[config.mk]
export PLATFORM = sky130hd
export DESIGN_NAME = seq_bit_serializer_flat
export DESIGN_NICKNAME = d
export VERILOG_FILES = /design/src/rtl/seq_bit_serializer_if.sv /design/src/rtl/seq_bit_serializer.sv /design/src/flat_wrapper.sv
export SDC_FILE = /design/constraint.sdc
export NUM_CORES = 1
export LEC_CHECK = 0
export ABC_AREA = 1
export ABC_CLOCK_PERIOD_IN_PS = 1750
export BUFFER_PORTS_ARGS = -buffer_cell sky130_fd_sc_hd__buf_4
export CORE_AREA = 2 2 39 41
export CTS_BUF_LIST = sky130_fd_sc_hd__clkbuf_16
export CTS_CLUSTER_DIAMETER = 200
export DETAILED_ROUTE_END_ITERATION = 10
export DIE_AREA = 0 0 41 43
export GPL_ROUTABILITY_DRIVEN = 0
export PLACE_DENSITY_LB_ADDON = 0.05
export SLEW_MARGIN = 20
export SYNTH_ARGS = -nofsm -noshare
export SYNTH_HDL_FRONTEND = slang
export SYNTH_SLANG_ARGS = --single-unit
[constraint.sdc]
create_clock -name clk -period 1.75 [get_ports clk]
set_input_delay 0.2625 -clock clk [delete_from_list [all_inputs] [get_ports clk]]
set_output_delay 0.2625 -clock clk [all_outputs]
set_load 0.02 [all_outputs]
[src/rtl/seq_bit_serializer_if.sv]
// Parallel-word handshake plus serial output bundle for seq_bit_serializer.
// The master side supplies words; the slave side (the serializer) emits the bit stream.
interface seq_bit_serializer_if #(
  parameter int WIDTH = 8
);
  logic [WIDTH-1:0] din;
  logic             din_valid;
  logic             din_ready;
  logic             x;
  logic             x_valid;
  logic             last;
  logic             busy;

  modport master (
    output din, din_valid,
    input  din_ready, x, x_valid, last, busy
  );

  modport slave (
    input  din, din_valid,
    output din_ready, x, x_valid, last, busy
  );
endinterface

[src/rtl/seq_bit_serializer.sv]
// Parallel-to-serial converter feeding a downstream sequence detector.
// Emits one registered bit per cycle, with optional idle gap cycles after each word.
module seq_bit_serializer #(
  parameter int WIDTH     = 8,
  parameter bit MSB_FIRST = 1'b1,
  parameter bit IDLE_BIT  = 1'b0,
  parameter int GAP       = 0
) (
  input logic                 clk,
  input logic                 rst,
  seq_bit_serializer_if.slave bus
);
  localparam int CW = (WIDTH > 1) ? $clog2(WIDTH) : 1;
  localparam int GW = 4;

  typedef enum logic [1:0] {
    ST_IDLE  = 2'd0,
    ST_SHIFT = 2'd1,
    ST_GAP   = 2'd2
  } state_e;

  state_e           state_q, state_d;
  logic [WIDTH-1:0] shift_q, shift_d;
  logic [CW-1:0]    cnt_q, cnt_d;
  logic [GW-1:0]    gapCnt_q, gapCnt_d;
  logic             x_q, x_d;
  logic             xValid_q, xValid_d;
  logic             last_q, last_d;
  logic             ready;
  logic             transfer;

  function automatic logic headBit(input logic [WIDTH-1:0] w);
    return MSB_FIRST ? w[WIDTH-1] : w[0];
  endfunction

  function automatic logic [WIDTH-1:0] dropHead(input logic [WIDTH-1:0] w);
    return MSB_FIRST ? (w << 1) : (w >> 1);
  endfunction

  // Ready is also open during the last bit when there is no gap, so words stream back-to-back.
  assign ready    = rst && ((state_q == ST_IDLE) ||
                            ((state_q == ST_SHIFT) && last_q && (GAP == 0)));
  assign transfer = bus.din_valid && ready;

  always_ff @(posedge clk) begin
    if (!rst) begin
      state_q  <= ST_IDLE;
      shift_q  <= '0;
      cnt_q    <= '0;
      gapCnt_q <= '0;
      x_q      <= IDLE_BIT;
      xValid_q <= 1'b0;
      last_q   <= 1'b0;
    end else begin
      state_q  <= state_d;
      shift_q  <= shift_d;
      cnt_q    <= cnt_d;
      gapCnt_q <= gapCnt_d;
      x_q      <= x_d;
      xValid_q <= xValid_d;
      last_q   <= last_d;
    end
  end

  always_comb begin
    state_d  = state_q;
    shift_d  = shift_q;
    cnt_d    = cnt_q;
    gapCnt_d = gapCnt_q;
    x_d      = IDLE_BIT;
    xValid_d = 1'b0;
    last_d   = 1'b0;

    unique case (state_q)
      ST_IDLE: begin
        if (transfer) begin
          state_d  = ST_SHIFT;
          x_d      = headBit(bus.din);
          shift_d  = dropHead(bus.din);
          cnt_d    = '0;
          xValid_d = 1'b1;
        end
      end
      ST_SHIFT: begin
        if (!last_q) begin
          x_d      = headBit(shift_q);
          shift_d  = dropHead(shift_q);
          cnt_d    = cnt_q + CW'(1);
          xValid_d = 1'b1;
          last_d   = (cnt_q == CW'(WIDTH - 2));
        end else if (transfer) begin
          x_d      = headBit(bus.din);
          shift_d  = dropHead(bus.din);
          cnt_d    = '0;
          xValid_d = 1'b1;
        end else if (GAP == 0) begin
          state_d = ST_IDLE;
        end else begin
          state_d  = ST_GAP;
          gapCnt_d = '0;
        end
      end
      ST_GAP: begin
        if (gapCnt_q == GW'(GAP - 1)) begin
          state_d = ST_IDLE;
        end else begin
          gapCnt_d = gapCnt_q + GW'(1);
        end
      end
      default: state_d = ST_IDLE;
    endcase
  end

  assign bus.din_ready = ready;
  assign bus.x         = x_q;
  assign bus.x_valid   = xValid_q;
  assign bus.last      = last_q;
  assign bus.busy      = (state_q == ST_SHIFT) || (state_q == ST_GAP);
endmodule

[src/flat_wrapper.sv]
// flat-port wrapper written by rule: the top's interface ports become plain ports
module seq_bit_serializer_flat 
#(
  parameter int WIDTH     = 8,
  parameter bit MSB_FIRST = 1'b1,
  parameter bit IDLE_BIT  = 1'b0,
  parameter int GAP       = 0
)
  (clk, rst, bus_din, bus_din_valid, bus_din_ready, bus_x, bus_x_valid, bus_last, bus_busy);
  seq_bit_serializer_if #(.WIDTH(WIDTH)) bus_i ();
  input logic clk;
  input logic rst;
  input wire logic [$bits(bus_i.din)-1:0] bus_din;
  input wire logic [$bits(bus_i.din_valid)-1:0] bus_din_valid;
  output wire logic [$bits(bus_i.din_ready)-1:0] bus_din_ready;
  output wire logic [$bits(bus_i.x)-1:0] bus_x;
  output wire logic [$bits(bus_i.x_valid)-1:0] bus_x_valid;
  output wire logic [$bits(bus_i.last)-1:0] bus_last;
  output wire logic [$bits(bus_i.busy)-1:0] bus_busy;
  assign bus_i.din = bus_din;
  assign bus_i.din_valid = bus_din_valid;
  assign bus_din_ready = bus_i.din_ready;
  assign bus_x = bus_i.x;
  assign bus_x_valid = bus_i.x_valid;
  assign bus_last = bus_i.last;
  assign bus_busy = bus_i.busy;
  seq_bit_serializer #(.WIDTH(WIDTH), .MSB_FIRST(MSB_FIRST), .IDLE_BIT(IDLE_BIT), .GAP(GAP)) u_core (.clk(clk), .rst(rst), .bus(bus_i));
endmodule
-- Yosys cells after proc, flatten, opt, wreduce, memory -nomap -nowiden
Cells that the tools add are included.
- add/subtract/negate cells: 2
- multiply operators: 0
- div/mod/pow operators: 0
- $lt $le $gt $ge: 0
- equal/unequal tests: 8
- shifts and indexed selects: 0
- mux-type cells: 17
- bitwise operators: 3
- reductions and logical operators: 10
- operators with widths (cell ; count):
    two-way mux 8 bit ; 2
    case mux 8 bit (2 select lines) ; 1
    two-way mux 2 bit ; 4
    two-way mux 3 bit ; 2
    inequality test 2 x 1 -> 1 bit (second input constant) ; 3
    case mux 2 bit (3 select lines) ; 1
    case mux 3 bit (2 select lines) ; 1
    adder 4 x 1 -> 4 bit (second input constant) ; 1
    == test 4 bit (second input constant) ; 1
    two-way mux 1 bit ; 4
    case mux 1 bit (2 select lines) ; 2
    AND reduction 4 bit ; 1
    adder 3 x 1 -> 3 bit (second input constant) ; 1
    == test 3 bit (second input constant) ; 1
    logical AND 1 bit ; 3
    NOT 1 bit ; 3
    OR reduction 3 bit ; 1
    == test 2 x 1 -> 1 bit (second input constant) ; 1
    == test 2 bit (second input constant) ; 1
    logical NOT 2 bit ; 1
    logical OR 1 bit ; 2
    inequality test 2 bit (second input constant) ; 1
    AND reduction 2 bit ; 1
    nonzero test 2 bit ; 1
- flip-flop bits (word level): 20
- bits in latches: 0
- bits in writable memories: 0
- memory bits (read-only): 0
- bits of input ports: 11
- logic and storage cells: 47
- memories: 0

-- Depth between registers and ports, before layout
- word-level depth: 8
- mapped depth: 6
- mapped depth without buffers: 6

-- Least setup slack after synthesis
No wires, ideal clock.
- path kind: reg-to-output
- from: register u_core.last_q, in the netlist u_core.bus.last
- to: output port bus_din_ready
- arrival time: 937 ps
- required time: 1487 ps
- slack: 551 ps
- stages on the path, launching flop included: 5
- path buffers: 0
- cell sequence: dfxtp_1 inv_1 nand2_4 nand2_1 inv_1
- word-level cells in the longest chain between the ends: 3
- RTL lines (what ; RTL line ; source):
    start, declared ; seq_bit_serializer.sv:28 ; logic last_q, last_d;
    start signal, assigned ; seq_bit_serializer.sv:61 ; last_q <= last_d;
    logical AND 1 bit ; seq_bit_serializer.sv:42 ; ((state_q == ST_SHIFT) && last_q && (GAP == 0)));
    logical OR 1 bit ; seq_bit_serializer.sv:41 ; assign ready = rst && ((state_q == ST_IDLE) ||
    logical AND 1 bit ; seq_bit_serializer.sv:41 ;
    end, declared ; flat_wrapper.sv:15 ; output wire logic [$bits(bus_i.din_ready)-1:0] bus_din_ready;
Every way passes these cells.

-- Worst setup path in the final report
Same ends and word-level chain as after synthesis.

==> impl_metrics.tcl <==
set metrics [dict create \
    yosysUniqueCellTypes 19 \
    ys_seq_area_frac 0.445 \
    critical_path.max_stage_delay_ns 0.32 \
    port_buffers 15 \
    cts_sinks 15 \
    yosysMostFrequentCell "nand2_1" \
    clk_pin_slew_worst_paths_ns 0.05 \
    drv_slew 0 \
    finalHoldViolCount 0 \
    synth_fp_nets 98 \
    layoutNonFillerInstCount 117 \
    fmax_mhz 674 \
    r2r_end "u_core.shift_q[1]$_SDFF_PN0_" \
    drt-pass1-iter-count 4 \
    layout.nets 115 \
    status "finished, final reports clean" \
    rsz0062_at_grt "no" \
    relSlewSlack 0.848 \
    grt_antenna_before_repair 0 \
    start_util 0.487 \
    arrival_ns 1.22 \
    wl_mm 1.22 \
    post-route-cell-area_um2 862 \
    fp.dieArea_um2 1760 \
    wl_per_cell_um 10.5 \
    ctsLongestPathBuffers 2 \
    synthToLayoutAreaGrowth_pct 27.8 \
    grt_overflow 0 \
    skew_ns 0.00112 \
    syn_inst 85 \
    r2r.worst_path.cells 6 \
    hold-path-cell-count 3 \
    yosys.area.top_type "dfxtp_1" \
    diodes 0 \
    die_h_um 43 \
    cts.repair.resized 0 \
    numCtsBuffers 3 \
    setup_tns_ns 0 \
    tightest_slew_ns 0.226 \
    criticalPathCategory "reg -> out" \
    multi_input_area_um2 305 \
    hpwl_um 866 \
    yosysTopAreaCellShare 0.445 \
    path_buf_inv 3 \
    r2r_start "u_core.bus.last$_SDFF_PP0_" \
    start_kind "flop" \
    path_cells "inv_1, nand2_4, nand2_1, inv_1, buf_4" \
    cts_setup_buffers 0 \
    drtIter0Drc 11 \
    cts_tree "done" \
    layout_setup_ws_ns 0.266 \
    avgViaCountPerCell 4.98 \
    yosys-top-cells-count "nand2_1 (22), dfxtp_1 (15), nand4_1 (10)" \
    root_buffer "clkbuf_16" \
    htree_levels 1 \
    vias 583 \
    die_w_um 41 \
    seqCellArea_um2 300 \
    grt_pass1_vias 496 \
    critPathRequiredTime_ns 1.49 \
    postCtsHoldBufs 0 \
    worstPathMaxFanout 15 \
    cpMostUsedCell "inv_1" \
    synth-async-reset-ratio 0 \
    syn_area_um2 674 \
    synth.ff_latch_count 15 \
    synth_area_leaders "dfxtp_1 (45%), nand2_1 (12%), nand4_1 (9.3%)" \
    setup_violations 0 \
    yosysWarnings 0 \
    min_period_ns 1.48 \
    drc 0 \
    grt.total_usage 0.179 \
    synth-edff-count 0 \
    pin_count 16 \
    cp_slowest_cell "dfxtp_1" \
    fin_util 0.623 \
    post_route_cells_drive_above_1_share 0.248 \
    cpLargestDelayFamily "buffers and inverters" \
    cp-end-kind "primary output" \
    dp_slack_ns 0.527 \
    insertion_delay_ns 0.24 \
    fin_total_pwr_mw 0.894 \
    cap_violations 0 \
    postSynthAreaPerCell_um2 7.93 \
    core_area_um2 1380 \
    whs_endpoint "u_core.bus.x$_SDFF_PN0_" \
    grt_max_degree 16 \
    ff2ff_setup_slack_ns 0.73 \
    fin_crit_sh 0.848 \
    dp_cells 113 \
    min-delay-start "bus_din[7]" \
    p_per_area_nw_per_um2 1040 \
    ir_drop_mv 0.549 \
    placed_cell_area_um2 783 \
    synth_flop_cell "dfxtp_1" \
    fillCellCount 133 \
    power.leakage_nw 0.413 \
    rows 14 \
    grt_pass1_wl_mm 2.03 \
    antenna_left 0 \
    holdWs_ns 0.261 \
    hold_class "in -> reg" \
]
-- report_power, final --
| part | internal [mW] | leakage [nW] | switching (mW) |
|---|---|---|---|
| sequential | 0.360 | 0.123 | 0.00944 |
| clock | 0.302 | 0.0423 | 0.127 |
| combinational | 0.0400 | 0.248 | 0.0559 |
| total | 0.702 | 0.413 | 0.193 |
-- tightest hold or removal path, delay by kind of cell --
| family | cells | cell delay (ns) |
|---|---|---|
| AO/OA/AOI/OAI | 1 | 0.10 |
| buffers and inverters | 2 | 0.10 |
-- routing by layer --
metal  global-route usage  part of all wire
met1                0.209              0.43
met2                0.253              0.49
met3               0.0628             0.052
met4                0.140             0.020
met5                    0                 0
-- placed cells by master, fill, tap and decap left out --
| master | synthesis | routed |
|---|---|---|
| nand3_1 | 6 | 6 |
| nor2_1 | 2 | 2 |
| o21ai_0 | 3 | 3 |
| nand2_1 | 22 | 22 |
| ha_1 | 2 | 2 |
| nand4_1 | 10 | 10 |
| nand2_4 | 1 | 1 |
| clkbuf_16 | 0 | 3 |
| inv_1 | 9 | 10 |
| buf_4 | 1 | 15 |
| dfxtp_1 | 15 | 15 |
| o21ai_1 | 1 | 1 |
| clkinv_1 | 1 | 1 |
| inv_2 | 2 | 2 |
| nor3_1 | 1 | 1 |
| nor2_8 | 1 | 1 |
| o21ai_2 | 3 | 3 |
| a21oi_1 | 3 | 3 |
-- sequential cells by signal, indices dropped and copies added, names as in the netlist --
name and cells:
u_core.bus.last 1, u_core.bus.x_valid 1, u_core.cnt_q 3, u_core.shift_q 8, u_core.state_q 1, u_core.bus.x 1
-- cell families (layout without fill, tap and decap cells) --
family	Yosys count	in the layout	share of synthesized area
fa+ha+maj	2	2	0.0371
simple gates	43	43	0.325
compound gates	10	10	0.0909
buf+inv	15	31	0.102
flops	15	15	0.445
-- cell type report --
type,count,area share
Clock buffer,3,0.0871
Clock inverter,1,0.00435
Timing Repair Buffer,15,0.131
Tap cell,16,0.0232
Multi-Input combinational cell,55,0.354
Sequential cell,15,0.348
Inverter,12,0.0522
-- worst max path at each step --
stage                               start             to  slack (ns)  cells past startpoint
3_5_place_dp   u_core.bus.last$_SDFF_PP0_  bus_din_ready        0.53                      5
2_1_floorplan  u_core.bus.last$_SDFF_PP0_  bus_din_ready        0.55                      4
6_report       u_core.bus.last$_SDFF_PP0_  bus_din_ready        0.27                      5
4_1_cts        u_core.bus.last$_SDFF_PP0_  bus_din_ready        0.26                      5
5_1_grt        u_core.bus.last$_SDFF_PP0_  bus_din_ready        0.17                      5
3_3_place_gp   u_core.bus.last$_SDFF_PP0_  bus_din_ready        0.55                      5
Note: power is estimated with default switching activity, not from simulation.
